**config.mk**
```make
export PLATFORM = sky130hd
export DESIGN_NAME = wall_registry_flat
export DESIGN_NICKNAME = d
export VERILOG_FILES = /design/src/rtl/wall_registry_pkg.sv /design/src/rtl/wall_registry_if.sv /design/src/rtl/wall_registry_tile_match.sv /design/src/rtl/wall_registry.sv /design/src/flat_wrapper.sv
export SDC_FILE = /design/constraint.sdc
export NUM_CORES = 1
export LEC_CHECK = 0
export CORE_ASPECT_RATIO = 0.75
export CORE_MARGIN = 1
export CORE_UTILIZATION = 40
export CTS_CLUSTER_DIAMETER = 150
export CTS_CLUSTER_SIZE = 28
export DETAILED_ROUTE_END_ITERATION = 8
export SLEW_MARGIN = 30
export SYNTH_ARGS = -nofsm -noshare
export SYNTH_HDL_FRONTEND = slang
export SYNTH_SLANG_ARGS = --single-unit
```
**constraint.sdc**
```tcl
create_clock -name clk -period 7.5 [get_ports clk]
set_clock_uncertainty 0.1 [all_clocks]
set_input_delay 1.125 -clock clk [delete_from_list [all_inputs] [get_ports clk]]
set_output_delay 1.125 -clock clk [all_outputs]
set_load 0.02 [all_outputs]
```
**src/rtl/wall_registry_pkg.sv**
```systemverilog
// Shared types and constants for the wall registry: coordinate width, tile size,
// FSM state encoding and the layout of one wall slot.
package wall_registry_pkg;

   localparam int COORD_W      = 11;
   localparam int TILE_SIZE_PX = 32;

   typedef enum logic [1:0] {
      IDLE   = 2'd0,
      SAMPLE = 2'd1,
      CHECK  = 2'd2,
      COMMIT = 2'd3
   } wall_state_t;

   typedef struct packed {
      logic               valid;
      logic [COORD_W-1:0] x;
      logic [COORD_W-1:0] y;
   } wall_slot_t;

endpackage

```
**src/rtl/wall_registry_if.sv**
```systemverilog
// Spawn handshake between the game controller (master) and the wall registry (slave).
interface wall_registry_if;
   import wall_registry_pkg::*;

   logic               spawn_req;
   logic [COORD_W-1:0] cand_x;
   logic [COORD_W-1:0] cand_y;
   logic               busy;
   logic               spawn_done;
   logic               spawn_fail;
   logic [4:0]         wall_count;

   modport master (
      output spawn_req, cand_x, cand_y,
      input  busy, spawn_done, spawn_fail, wall_count
   );

   modport slave (
      input  spawn_req, cand_x, cand_y,
      output busy, spawn_done, spawn_fail, wall_count
   );

endinterface

```
**src/rtl/wall_registry_tile_match.sv**
```systemverilog
// Per-slot comparator: does the head origin equal this wall, and does the
// current VGA pixel fall inside this wall's tile.
module wall_tile_match
   import wall_registry_pkg::*;
#(
   parameter int TILE_SIZE = TILE_SIZE_PX
) (
   input  wall_slot_t         slot,
   input  logic [COORD_W-1:0] head_x,
   input  logic [COORD_W-1:0] head_y,
   input  logic [COORD_W-1:0] pix_x,
   input  logic [COORD_W-1:0] pix_y,
   output logic               head_eq,
   output logic               pix_in
);

   localparam logic [COORD_W:0] TILE_EXT = (COORD_W + 1)'(TILE_SIZE);

   // One extra bit on the far edge so tiles near 2047 do not wrap to 0.
   logic [COORD_W:0] x_end;
   logic [COORD_W:0] y_end;

   assign x_end = {1'b0, slot.x} + TILE_EXT;
   assign y_end = {1'b0, slot.y} + TILE_EXT;

   assign head_eq = slot.valid && (slot.x == head_x) && (slot.y == head_y);

   assign pix_in = slot.valid
                && (pix_x >= slot.x) && ({1'b0, pix_x} < x_end)
                && (pix_y >= slot.y) && ({1'b0, pix_y} < y_end);

endmodule

```
**src/rtl/wall_registry.sv**
```systemverilog
// Accepts wall candidates from the generator, rejects overlaps, keeps accepted
// walls in a ring, and reports head collisions and per-pixel wall coverage.
module wall_registry
   import wall_registry_pkg::*;
#(
   parameter int NUM_WALLS = 8,
   parameter int TILE_SIZE = TILE_SIZE_PX,
   parameter int MAX_RETRY = 4
) (
   input  logic               clk,
   input  logic               btnrst,
   wall_registry_if.slave     bus,
   input  logic [COORD_W-1:0] snakehead_x,
   input  logic [COORD_W-1:0] snakehead_y,
   input  logic [COORD_W-1:0] draw_x,
   input  logic [COORD_W-1:0] draw_y,
   output logic               hit,
   output logic               wall_on
);

   localparam int IDX_W = $clog2(NUM_WALLS);
   localparam int RTY_W = $clog2(MAX_RETRY + 1);

   wall_state_t        state_q, state_d;
   wall_slot_t         slot_q [NUM_WALLS];
   wall_slot_t         slot_d [NUM_WALLS];
   logic [COORD_W-1:0] cx_q, cx_d, cy_q, cy_d;
   logic [IDX_W-1:0]   idx_q, idx_d, wr_ptr_q, wr_ptr_d;
   logic [RTY_W-1:0]   retry_q, retry_d;
   logic [4:0]         count_q, count_d;
   logic               done_q, done_d, fail_q, fail_d;
   logic               hit_q, hit_d, wall_on_q, wall_on_d;
   logic [NUM_WALLS-1:0] head_eq, pix_in;
   logic               reject;

   for (genvar g = 0; g < NUM_WALLS; g++) begin : g_match
      wall_tile_match #(.TILE_SIZE(TILE_SIZE)) u_match (
         .slot    (slot_q[g]),
         .head_x  (snakehead_x),
         .head_y  (snakehead_y),
         .pix_x   (draw_x),
         .pix_y   (draw_y),
         .head_eq (head_eq[g]),
         .pix_in  (pix_in[g])
      );
   end

   // The head only needs testing once per sample, so it rides on scan index 0.
   assign reject = ((idx_q == '0) && (cx_q == snakehead_x) && (cy_q == snakehead_y))
                || (slot_q[idx_q].valid && (slot_q[idx_q].x == cx_q) && (slot_q[idx_q].y == cy_q));

   always_comb begin
      state_d   = state_q;
      slot_d    = slot_q;
      cx_d      = cx_q;
      cy_d      = cy_q;
      idx_d     = idx_q;
      wr_ptr_d  = wr_ptr_q;
      retry_d   = retry_q;
      count_d   = count_q;
      done_d    = 1'b0;
      fail_d    = 1'b0;
      hit_d     = |head_eq;
      wall_on_d = |pix_in;

      case (state_q)
         IDLE: begin
            if (bus.spawn_req) state_d = SAMPLE;
         end
         SAMPLE: begin
            cx_d    = bus.cand_x;
            cy_d    = bus.cand_y;
            idx_d   = '0;
            state_d = CHECK;
         end
         CHECK: begin
            if (reject) begin
               if (retry_q == RTY_W'(MAX_RETRY - 1)) begin
                  fail_d  = 1'b1;
                  retry_d = '0;
                  state_d = IDLE;
               end else begin
                  retry_d = retry_q + 1'b1;
                  state_d = SAMPLE;
               end
            end else if (idx_q == IDX_W'(NUM_WALLS - 1)) begin
               state_d = COMMIT;
            end else begin
               idx_d = idx_q + 1'b1;
            end
         end
         COMMIT: begin
            slot_d[wr_ptr_q] = '{valid: 1'b1, x: cx_q, y: cy_q};
            wr_ptr_d = (wr_ptr_q == IDX_W'(NUM_WALLS - 1)) ? '0 : wr_ptr_q + 1'b1;
            if (count_q != 5'(NUM_WALLS)) count_d = count_q + 5'd1;
            done_d  = 1'b1;
            retry_d = '0;
            state_d = IDLE;
         end
         default: state_d = IDLE;
      endcase
   end

   always_ff @(posedge clk or posedge btnrst) begin
      if (btnrst) begin
         state_q   <= IDLE;
         for (int i = 0; i < NUM_WALLS; i++) slot_q[i] <= '0;
         cx_q      <= '0;
         cy_q      <= '0;
         idx_q     <= '0;
         wr_ptr_q  <= '0;
         retry_q   <= '0;
         count_q   <= '0;
         done_q    <= 1'b0;
         fail_q    <= 1'b0;
         hit_q     <= 1'b0;
         wall_on_q <= 1'b0;
      end else begin
         state_q   <= state_d;
         slot_q    <= slot_d;
         cx_q      <= cx_d;
         cy_q      <= cy_d;
         idx_q     <= idx_d;
         wr_ptr_q  <= wr_ptr_d;
         retry_q   <= retry_d;
         count_q   <= count_d;
         done_q    <= done_d;
         fail_q    <= fail_d;
         hit_q     <= hit_d;
         wall_on_q <= wall_on_d;
      end
   end

   assign bus.busy       = (state_q != IDLE);
   assign bus.spawn_done = done_q;
   assign bus.spawn_fail = fail_q;
   assign bus.wall_count = count_q;
   assign hit            = hit_q;
   assign wall_on        = wall_on_q;

endmodule

```
**src/flat_wrapper.sv**
```systemverilog
// flat-port wrapper written by rule: the top's interface ports become plain ports
module wall_registry_flat import wall_registry_pkg::*;
#(
   parameter int NUM_WALLS = 8,
   parameter int TILE_SIZE = TILE_SIZE_PX,
   parameter int MAX_RETRY = 4
)
  (clk, btnrst, snakehead_x, snakehead_y, draw_x, draw_y, hit, wall_on, bus_spawn_req, bus_cand_x, bus_cand_y, bus_busy, bus_spawn_done, bus_spawn_fail, bus_wall_count);
  wall_registry_if bus_i ();
  input  logic clk;
  input  logic btnrst;
  input  logic [COORD_W-1:0] snakehead_x;
  input  logic [COORD_W-1:0] snakehead_y;
  input  logic [COORD_W-1:0] draw_x;
  input  logic [COORD_W-1:0] draw_y;
  output logic hit;
  output logic wall_on;
  input wire logic [$bits(bus_i.spawn_req)-1:0] bus_spawn_req;
  input wire logic [$bits(bus_i.cand_x)-1:0] bus_cand_x;
  input wire logic [$bits(bus_i.cand_y)-1:0] bus_cand_y;
  output wire logic [$bits(bus_i.busy)-1:0] bus_busy;
  output wire logic [$bits(bus_i.spawn_done)-1:0] bus_spawn_done;
  output wire logic [$bits(bus_i.spawn_fail)-1:0] bus_spawn_fail;
  output wire logic [$bits(bus_i.wall_count)-1:0] bus_wall_count;
  assign bus_i.spawn_req = bus_spawn_req;
  assign bus_i.cand_x = bus_cand_x;
  assign bus_i.cand_y = bus_cand_y;
  assign bus_busy = bus_i.busy;
  assign bus_spawn_done = bus_i.spawn_done;
  assign bus_spawn_fail = bus_i.spawn_fail;
  assign bus_wall_count = bus_i.wall_count;
  wall_registry #(.NUM_WALLS(NUM_WALLS), .TILE_SIZE(TILE_SIZE), .MAX_RETRY(MAX_RETRY)) u_core (.clk(clk), .btnrst(btnrst), .bus(bus_i), .snakehead_x(snakehead_x), .snakehead_y(snakehead_y), .draw_x(draw_x), .draw_y(draw_y), .hit(hit), .wall_on(wall_on));
endmodule
```
==> results of run 1 <==
metrics by stage:
step            util  instance area (um^2)  total power, uW  hold WS (ns)  cells
6_report       0.447                 22000             8200         0.406   2792
5_1_grt        0.447                 22000             8670         0.451   2792
4_1_cts        0.447                 22000             8070         0.409   2792
3_5_place_dp   0.440                 21700             7260         0.390   2777
3_3_place_gp   0.440                 21700             7160         0.387   2777
2_1_floorplan      -                 20200             5390         0.368   2120
synth_stat cells (5+ instances only):
cell	instances	area, um^2
mux4_2	28	631
a21boi_0	5	37.5
mux2_2	136	1530
nor2b_1	20	125
nand4_1	50	313
o21ai_0	136	681
buf_2	5	25.0
o21bai_1	5	37.5
or4_1	6	45.0
a211oi_1	15	113
ha_1	301	3770
buf_1	5	18.8
o211ai_1	16	120
inv_1	200	751
clkbuf_1	82	308
mux2i_1	29	290
a22oi_1	5	37.5
o22a_1	5	43.8
nand3b_1	5	37.5
nor3_1	45	225
o22ai_1	7	43.8
o31ai_1	5	37.5
xor2_1	131	1150
o21a_1	23	173
o221ai_1	6	52.6
nor4_1	36	225
a211o_1	5	43.8
a21oi_1	80	400
xnor2_1	154	1350
a31oi_1	10	62.6
nand2_1	113	424
nand3_1	72	360
nand2b_1	21	131
and3_1	8	50.1
a21o_1	26	195
dfrtp_1	226	5660
nor2_1	32	120
kinds of logic after synthesis:
family	count (synthesis)	share of synthesized area
AO/OA/AOI/OAI	383	0.118
flip-flops	226	0.279
buffers and inverters	300	0.0586
AND/OR/NAND/NOR	430	0.111
XOR/XNOR	285	0.123
multiplexers	195	0.124
adder cells (fa/ha/maj)	301	0.186
final cells by class:
cell class / count / area [um^2]
clock buffers: 14 / 329
clock inverters: 1 / 30.0
fillers: 4751 / 27300
inverters: 200 / 758
multi-input cells: 1594 / 13400
flip-flops and latches: 226 / 5660
well taps: 648 / 811
repair buffers: 109 / 1020
power by group through the flow:
stage	logic, uW	registers [uW]	clock network [uW]
finish	4450	2970	785
global route	4860	2980	830
CTS	4370	2900	801
detailed placement	4330	2930	0
global placement	4250	2910	0
floorplan	3200	2190	0
sequential cells by signal (all words and copies together), names as in the netlist:
name,flops
u_core.slot_q,184
u_core.cx_q,11
u_core.cy_q,11
u_core.bus.wall_count,5
u_core.idx_q,3
u_core.retry_q,3
u_core.wr_ptr_q,3
u_core.state_q,2
u_core.bus.spawn_done,1
u_core.bus.spawn_fail,1
u_core.hit,1
u_core.wall_on,1
worst min-delay path by stage:
stage | from | end | slack [ns] | cells after the start
3_3_place_gp | u_core.bus.wall_count[4] | u_core.bus.wall_count[4] | 0.39 | 1
6_report | u_core.bus.wall_count[4] | u_core.bus.wall_count[4] | 0.41 | 1
4_1_cts | u_core.bus.wall_count[4] | u_core.bus.wall_count[4] | 0.41 | 1
3_5_place_dp | u_core.bus.wall_count[4] | u_core.bus.wall_count[4] | 0.39 | 1
5_1_grt | u_core.retry_q[2] | u_core.retry_q[2] | 0.45 | 2
2_1_floorplan | u_core.slot_q[68] | u_core.slot_q[68] | 0.37 | 1
metal layers:
layer / global-route usage / routed length (um)
met4: 0.0777 / 2440
met3: 0.0837 / 9090
met1: 0.461 / 36300
met2: 0.428 / 31600
met5: 0 / 13
==> impl_metrics.json, run 1 <==
{
  "critPathRequiredTime_ns": 7.80,
  "status": "finished, final reports clean",
  "maxSlewViolCount": 0,
  "startpoint": "u_core.idx_q[1]",
  "maxSlewHeadroom": 0.323,
  "cts_resized": 0,
  "synth_area_mm2": 0.0202,
  "startpoint_type": "flop",
  "rsz0062_at_grt": "no",
  "pre_cts_slack_ns": 2.62,
  "drive_above_1_share": 0.106,
  "cts_tree": "built",
  "hpwlAfterDp_um": 61300,
  "ir_drop_mv": 0.181,
  "async_flop_share": 1.00,
  "slowest_delay_ns": 0.81,
  "grt_pass1_vias": 16100,
  "cp_num_buf_inv": 1,
  "wl_per_cell_um": 28.5,
  "pwr-share-clk": 0.096,
  "clk_latency_ns": 0.51,
  "cts_num_sinks": 226,
  "grt_start_max_net_pins": 137,
  "syn_nets": 2490,
  "crit_family": "simple AND/OR/NAND/NOR gates",
  "leakagePower_uw": 0.00949,
  "ios": 79,
  "synthFlopType": "dfrtp_1",
  "cts_made_buffers": 12,
  "crit_fanout": 43,
  "grt-ovfl-total": 0,
  "p_per_area_mw_per_mm2": 372,
  "n_antenna_cell": 0,
  "seqPwrFrac": 0.362,
  "switchingPower_uw": 4200,
  "fin_nets": 2513,
  "cts_hold_buf": 0,
  "die_y_um": 197,
  "antenna_found_initial": 2,
  "swShare": 0.512,
  "synth_seq_cells": 226,
  "max_freq_ghz": 0.221,
  "layout_commonest_cell": "ha_1",
  "ff2ff_setup_slack_ns": 2.98,
  "setup_tns_ns": 0,
  "cts_buffer_depth": 3,
  "routabilityCongestion": 1.03,
  "num_rows": 70,
  "yosysWarnings": 0,
  "start_util": 0.411,
  "cts_root_buf": "clkbuf_16",
  "postLayoutSetupSlackWorst_ns": 2.98,
  "path_clk_slew_ns": 0.11,
  "synth_edf_count": 0,
  "netlist_instances": 2120,
  "cp_cell_sequence": "buf_4 > mux2_2 > o22a_1 > and3b_1 > nor4b_1 > nand4_1 > o41ai_2 > or2_1 > nor3b_1 > mux2_2",
  "layout_min_cycle_time_ns": 4.52,
  "drtAntennaViolNets": 0,
  "layout_common_cells": "ha_1, dfrtp_1, inv_1",
  "syn_avg_cell_area_um2": 9.55,
  "cp_common_cell": "mux2_2",
  "cts_max_level": 1,
  "critPathCaptureType": "flop",
  "grt_usage": 0.308,
  "io_buffers": 78,
  "timing.rr.start": "u_core.idx_q[1]",
  "crit_arrival_ns": 4.82,
  "yosys.cell_types.count": 69,
  "die_x_um": 262,
  "hold_viol": 0,
  "grt_pass1_wl_um": 114000,
  "crit_type": "reg -> reg",
  "min_path_type": "reg -> reg",
  "cp.depth": 10,
  "endpoint": "u_core.idx_q[0]",
  "intPower_uw": 4000,
  "pwr-share-comb": 0.542,
  "final-setup-viol-count": 0,
  "rr_worst_depth": 10,
  "vias_per_cell": 6.10,
  "vias": 17000,
  "worstReg2RegEnd": "u_core.idx_q[0]",
  "period_share": 0.603,
  "tightest_slew_ns": 1.01,
  "worst_path_max_delay_cell": "dfrtp_2",
  "syn2layout_area_growth_pct": 8.79,
  "cap_violations": 0,
  "drt-initial-drc-count": 1942,
  "seq_area_frac_synth": 0.279,
  "first_pass_iters": 6,
  "core_area_mm2": 0.0493,
  "cts_setup_buffers": 0,
  "finalWirelength_um": 79500,
  "dieArea_mm2": 0.0515,
  "drc": 0
}
No activity file was read; power rests on OpenSTA's default activity.
==> run 2, diff against run 1 <==
- clock period: 7.5 -> 4.1 ns (I/O delays scaled with it)
==> run 2 against run 1 <==
Flip-flop and latch count unchanged. Clock-buffer cell count increased by 1. Sequential share of layout area decreased by 1.0 points. Worst hold slack improved by 0.012 ns. Global-route usage increased by 0.70 points. Die area unchanged. Cell area increased by 4.1%. Via count increased by 1.6%. Non-clock buffer count increased by 98. Critical path type unchanged. Critical endpoint is now u_core.state_q[0].
==> impl_metrics.json, run 2 (same netlist as run 1, synthesis figures left out) <==
{
  "stdcell_area_mm2": 0.0229,
  "pre_cts_slack_ns": -0.113,
  "hold_viol": 0,
  "fin_nets": 2611,
  "io_buffers": 78,
  "p_per_area_mw_per_mm2": 666,
  "grt_start_max_net_pins": 83,
  "cap_violations": 0,
  "layout_common_cells": "ha_1, dfrtp_1, inv_1",
  "cts_buffer_depth": 3,
  "tightest_slew_ns": 0.910,
  "die_y_um": 197,
  "rsz0062_at_grt": "no",
  "n_antenna_cell": 0,
  "worst_path_max_delay_cell": "dfrtp_2",
  "crit_fanout": 17,
  "crit_type": "reg -> reg",
  "top_register": "u_core.slot_q",
  "vias": 17300,
  "period_share": 0.931,
  "status": "finished, final reports clean",
  "max_freq_ghz": 0.262,
  "cts_resized": 0,
  "slowest_delay_ns": 0.72,
  "min_path_type": "reg -> reg",
  "dpl_cell_area_mm2": 0.0226,
  "maxSlewViolCount": 0,
  "finalWirelength_um": 81000,
  "setup_tns_ns": 0,
  "critPathCaptureType": "flop",
  "ff2ff_setup_slack_ns": 0.28,
  "dieArea_mm2": 0.0515,
  "crit_arrival_ns": 4.13,
  "syn2layout_area_growth_pct": 13.2,
  "cts_max_level": 1,
  "core_area_mm2": 0.0493,
  "hpwlAfterDp_um": 63900,
  "critPathRequiredTime_ns": 4.42,
  "drive_above_1_share": 0.145,
  "maxSlewHeadroom": 0.393,
  "cts_num_sinks": 226,
  "cts_made_buffers": 12,
  "path_clk_slew_ns": 0.12,
  "wl_per_cell_um": 28.0,
  "grt_pass1_wl_um": 117000,
  "grt_pass1_vias": 16600,
  "layout_commonest_cell": "ha_1",
  "routabilityCongestion": 1.02,
  "antenna_found_initial": 3,
  "ios": 79,
  "cts_setup_buffers": 0,
  "die_x_um": 262,
  "top_regs": "u_core.slot_q: 184 flops, u_core.cx_q: 11 flops, u_core.cy_q: 11 flops",
  "vias_per_cell": 5.98,
  "final-setup-viol-count": 0,
  "cp_cell_sequence": "buf_12 > mux4_2 > mux2i_1 > xnor2_1 > nor4_2 > nand4_1 > o41ai_2 > buf_4 > or2_1 > nand2_1 > o32a_1",
  "leakagePower_uw": 0.0100,
  "largest_reg_flops": 184,
  "start_util": 0.411,
  "startpoint_type": "flop",
  "grt_usage": 0.315,
  "cts_tree": "built",
  "grt-ovfl-total": 0,
  "cts_root_buf": "clkbuf_16",
  "layout_min_cycle_time_ns": 3.82,
  "clk_latency_ns": 0.52,
  "worst_hold_slack_ns": 0.417,
  "num_rows": 70,
  "drt-initial-drc-count": 1868,
  "cts_hold_buf": 0,
  "ir_drop_mv": 0.328,
  "drc": 0,
  "drtAntennaViolNets": 0,
  "first_pass_iters": 6,
  "postLayoutSetupSlackWorst_ns": 0.282
}
==> run 2: cell type report <==
type	count	area (um^2)
Timing Repair Buffer	207	1910
Clock inverter	1	30.0
Sequential cell	226	5660
Fill cell	4643	26400
Inverter	200	754
Multi-Input combinational cell	1594	13400
Tap cell	648	811
Clock buffer	15	333
==> run 2: final timing paths <==
path | start | to | depth (start not counted)
min in group asynchronous | btnrst | u_core.slot_q[4] | 2
worst min-delay path | u_core.bus.wall_count[4] | u_core.bus.wall_count[4] | 1
worst max-delay path | u_core.idx_q[0] | u_core.state_q[0] | 11
worst min register to register | u_core.bus.wall_count[4] | u_core.bus.wall_count[4] | 1
max in group asynchronous | btnrst | u_core.slot_q[62] | 3
worst max register to register | u_core.idx_q[0] | u_core.state_q[0] | 11
==> run 2: per-stage QoR <==
step | util | cells | total power, uW
6_report | 0.465 | 2891 | 15300
5_1_grt | 0.465 | 2891 | 16200
4_1_cts | 0.465 | 2891 | 15100
3_5_place_dp | 0.458 | 2875 | 13500
3_3_place_gp | 0.458 | 2875 | 13400
2_1_floorplan | - | 2120 | 9860
==> run 2: worst max-delay path: cells and delay by family, from the launching register on <==
kind	cells	cell delay, ns
AOI/OAI and AO/OA	2	0.65
xor gates and xnor gates	1	0.15
muxes	2	0.82
buffers and inverters	2	0.49
DFF	1	0.72
and+or+nand+nor	4	0.77
==> run 2: per-layer routing <==
metal  part of all wire  wire length, um  GRT usage
met5                  0                0          0
met4              0.022             1770     0.0663
met3              0.099             8050     0.0729
met2               0.42            33800      0.462
met1               0.46            37400      0.465
==> run 2: report_power, final <==
group	total (uW)	leakage (uW)	switching [uW]	internal, uW
registers	5230	0.00289	2110	3120
logic	8570	0.00695	4670	3890
clock network	1470	0.000174	872	598
